### src/rtl/seq_det_pkg.sv
// Shared definitions for the 0110 serial pattern detector.
// Binary state encodings are fixed so that waveforms and downstream decoders agree.
package seq_det_pkg;

  typedef enum logic [2:0] {
    S_IDLE = 3'd0,
    S_0    = 3'd1,
    S_01   = 3'd2,
    S_011  = 3'd3,
    S_HIT  = 3'd4
  } state_t;

endpackage

### src/rtl/sequence_det.sv
// Moore FSM that detects the serial pattern 0110 (first bit first), overlaps allowed.
// z is a pure decode of the current state and pulses for one cycle per match.
module sequence_det
  import seq_det_pkg::*;
(
  input  logic x,
  input  logic clk,
  input  logic reset,
  output logic z
);

  state_t r_state;
  state_t w_next;

  // NOTE: sequential state uses non-blocking assignments so every flop samples pre-edge values.
  always_ff @(posedge clk or negedge reset) begin
    if (!reset) begin
      r_state <= S_IDLE;
    end else begin
      r_state <= w_next;
    end
  end

  // An X on x falls into the inner defaults and abandons the partial match.
  always_comb begin
    // NOTE: default assigned first so no path leaves w_next unassigned (no latch).
    w_next = S_IDLE;
    case (r_state)
      S_IDLE: begin
        case (x)
          1'b0:    w_next = S_0;
          1'b1:    w_next = S_IDLE;
          default: w_next = S_IDLE;
        endcase
      end
      S_0: begin
        case (x)
          1'b0:    w_next = S_0;
          1'b1:    w_next = S_01;
          default: w_next = S_IDLE;
        endcase
      end
      S_01: begin
        case (x)
          1'b0:    w_next = S_0;
          1'b1:    w_next = S_011;
          default: w_next = S_IDLE;
        endcase
      end
      S_011: begin
        case (x)
          1'b0:    w_next = S_HIT;
          1'b1:    w_next = S_IDLE;
          default: w_next = S_IDLE;
        endcase
      end
      S_HIT: begin
        // Trailing 0 of a hit is the leading 0 of the next candidate.
        case (x)
          1'b0:    w_next = S_0;
          1'b1:    w_next = S_01;
          default: w_next = S_IDLE;
        endcase
      end
      default: w_next = S_IDLE;
    endcase
  end

  assign z = (r_state == S_HIT);

endmodule

### config.mk
export PLATFORM = sky130hd
export DESIGN_NAME = sequence_det
export DESIGN_NICKNAME = d
export VERILOG_FILES = /design/src/rtl/seq_det_pkg.sv /design/src/rtl/sequence_det.sv
export SDC_FILE = /design/constraint.sdc
export NUM_CORES = 1
export LEC_CHECK = 0
export ABC_AREA = 0
export BUFFER_PORTS_ARGS = -buffer_cell sky130_fd_sc_hd__buf_2
export CORE_AREA = 2 2 39 41
export CTS_CLUSTER_SIZE = 10
export DETAILED_ROUTE_END_ITERATION = 16
export DIE_AREA = 0 0 41 43
export PLACE_DENSITY = 0.35
export SLEW_MARGIN = 20
export SYNTH_ARGS = -nofsm -noshare
export SYNTH_HDL_FRONTEND = slang
export SYNTH_SLANG_ARGS = --single-unit
### constraint.sdc
create_clock -name clk -period 1 [get_ports clk]
set_input_delay 0.2 -clock clk [delete_from_list [all_inputs] [get_ports clk]]
set_output_delay 0.2 -clock clk [all_outputs]
set_load 0.05 [all_outputs]
==> impl_metrics.toml <==
[outcome]
status = "finished with violations"
violations = "negative setup slack"

[place]
post-place-cells = 33
placed_cell_area_um2 = 200.2
io_buffers = 3
place_congestion = 0.6690
hpwlAfterDp_um = 207.5

[routing]
ant_nets = 0
first_pass_iters = 1
finalWirelength_um = 348
wl_met3_um = 31
drc = 0
dr_wl_met2_um = 172
drtIter0Drc = 0
post_drt_wl_per_cell_um = 8.700
met1_length_um = 144
routed.top_layer = "met3"
num_vias = 136
viasPerCell = 3.400

[worst_setup_path]
path_delay_family = "flip-flops"
worst_path_max_delay_cell = "dfrtp_1"
critPathLaunchType = "flop"
arrival_ps = 1010
rr_startpoint = "r_state[0]$_DFF_PN0_"
cp_cell_sequence = "nor3b_4 -> buf_6"
reg2reg_depth = 4
crit_buf_inv = 1
worstPathMaxFanout = 2
path_class = "reg -> out"
endpoint_kind = "primary output"
cp.depth = 2
critPathRequiredTime_ps = 800
r2r-end = "r_state[0]$_DFF_PN0_"
reg2reg_slack_ps = -100
critical-path-max-stage-delay_ps = 400
crit_path_start = "r_state[1]$_DFF_PN0_"
endpoint = "z"

[timing]
fmax_mhz = 827.2
worstMarginPinSlew_ps = 228.1
slew_headroom_pct = 84.79
worst_slack_ps = -208.8
clock_skew_ps = 0.07698
slew_viol_final = 0
tns_ps = -362.2
hold_violations = 0
period_needed_ps = 1209
rsz0062_at_grt = "true"
fin_crit_sh_pct = 120.9
setup_viol = 3

[synthesis]
ys_seq_elements = 3
synth.area.top_cells = "dfrtp_1 (54%), nor3b_1 (11%), nand2b_1 (9.0%)"
yosys.cell_types.count = 8
synth_top_area_cell = "dfrtp_1"
synth_cells = 12
syn_area_per_cell_um2 = 11.57
synthesis.nets = 15
synthesis.area_um2 = 138.9
yosys.area.top_type_share_pct = 54.05
yosysWarnings = 0
synth.yosys.seq_area_share_pct = 54.05

[power]
total_power_uw = 785.6
p_leak_nw = 0.1261
powerDensity_mw_per_mm2 = 2730
ir_worst_vdd_mv = 0.7236

[floorplanning]
start_util_pct = 10.04
core_mm2 = 0.001384
dieHeight_um = 43
dieArea_mm2 = 0.001763
die_w_um = 41
ios = 4
row_count = 14

[final_layout]
largest_reg_flops = 3
drive_above_1_share_pct = 66.67
layout.nets = 28
regArea_um2 = 75.07
largest_registers = "r_state x3"
layout.cells.non_filler = 40
area_growth_syn_to_layout_pct = 107.2
stdcell_area_um2 = 287.8
n_antenna_cell = 0
filler_cell_count = 158
multi_input_area_um2 = 97.59
layout_common_cells = "clkbuf_4 (3), buf_4 (3), dfrtp_1 (3)"
max_flop_register = "r_state"

[global_route]
grt_antenna_before_repair = 0
overflow = 0
grt_start_max_net_pins = 6
grt_pass1_vias = 130
grtUsageTotal_pct = 5.136
grt_pass1_wl_um = 524

[cts]
cts.clk_slew.worst_paths_ps = 40
cts_made_buffers = 3
insertion_delay_ps = 230
clock_tree.root_cell = "clkbuf_4"
htreeDepth = 1
cts.sinks = 3
tritoncts = "yes"
clk_path_buf_depth = 2

[job]
maxCapViolCount = 0

[worst_hold_path]
hold_path.class = "in -> reg"
## metal layers
layer / GRT usage, % / up-vias
met5: 0 / -
met4: 6.000 / 0
met3: 5.236 / 0
met2: 5.000 / 4
met1: 5.195 / 65
li1: - / 67
## final cells by class
type | instances | share of cell area [%]
tap | 16 | 6.957
sequential | 3 | 26.09
multi-input combinational | 8 | 33.91
timing repair buffer | 8 | 22.61
clock buffer | 4 | 9.130
inverter | 1 | 1.304
## logic make-up after synthesis
logic type | Yosys count | synth area share, %
buf+inv | 1 | 2.700
compound gates | 3 | 17.12
flops | 3 | 54.05
simple gates | 4 | 19.82
xor+xnor | 1 | 6.307
## per-stage QoR
stage | setup WS, ps | utilization [%] | hold slack [ps]
floorplan | -125.2 | - | -95.59
global placement | -43.15 | 14.47 | -6.575
detailed placement | -53.02 | 14.47 | -1.659
CTS | -220.7 | 17.54 | 166.5
global route | -260.9 | 20.80 | 172.1
finish | -208.8 | 20.80 | 176.8
## Yosys cell counts
library cell and n:
xnor2_1 1, dfrtp_1 3, o21ai_0 1, o32ai_1 1, nor3b_1 2, a211o_2 1
nand2b_1 2, inv_1 1
## repair_timing
action	4_1_cts	5_1_grt
gates cloned	0	0
buffers inserted	0	2
endpoints found under the setup margin	2	3
gates resized for setup	2	6
hold buffers	1	0
pin swaps	1	2
endpoints found under the hold margin	3	0
## how the worst min path moves through the flow
stage	cells after the start	start	slack, ps	end
finish	2	x	180	r_state[2]$_DFF_PN0_
global route	2	x	170	r_state[2]$_DFF_PN0_
CTS	2	x	170	r_state[2]$_DFF_PN0_
detailed placement	1	reset	-2	r_state[1]$_DFF_PN0_
global placement	1	reset	-7	r_state[2]$_DFF_PN0_
floorplan	0	reset	-100	r_state[0]$_DFF_PN0_
## where the power goes
| part | leakage, nW | switching [mW] | internal, mW |
|---|---|---|---|
| sequential | 0.0387 | 0.0436 | 0.165 |
| combinational | 0.0725 | 0.159 | 0.207 |
| clock | 0.0150 | 0.0612 | 0.149 |
| total | 0.126 | 0.264 | 0.521 |
No activity file was read; power rests on OpenSTA's default activity.
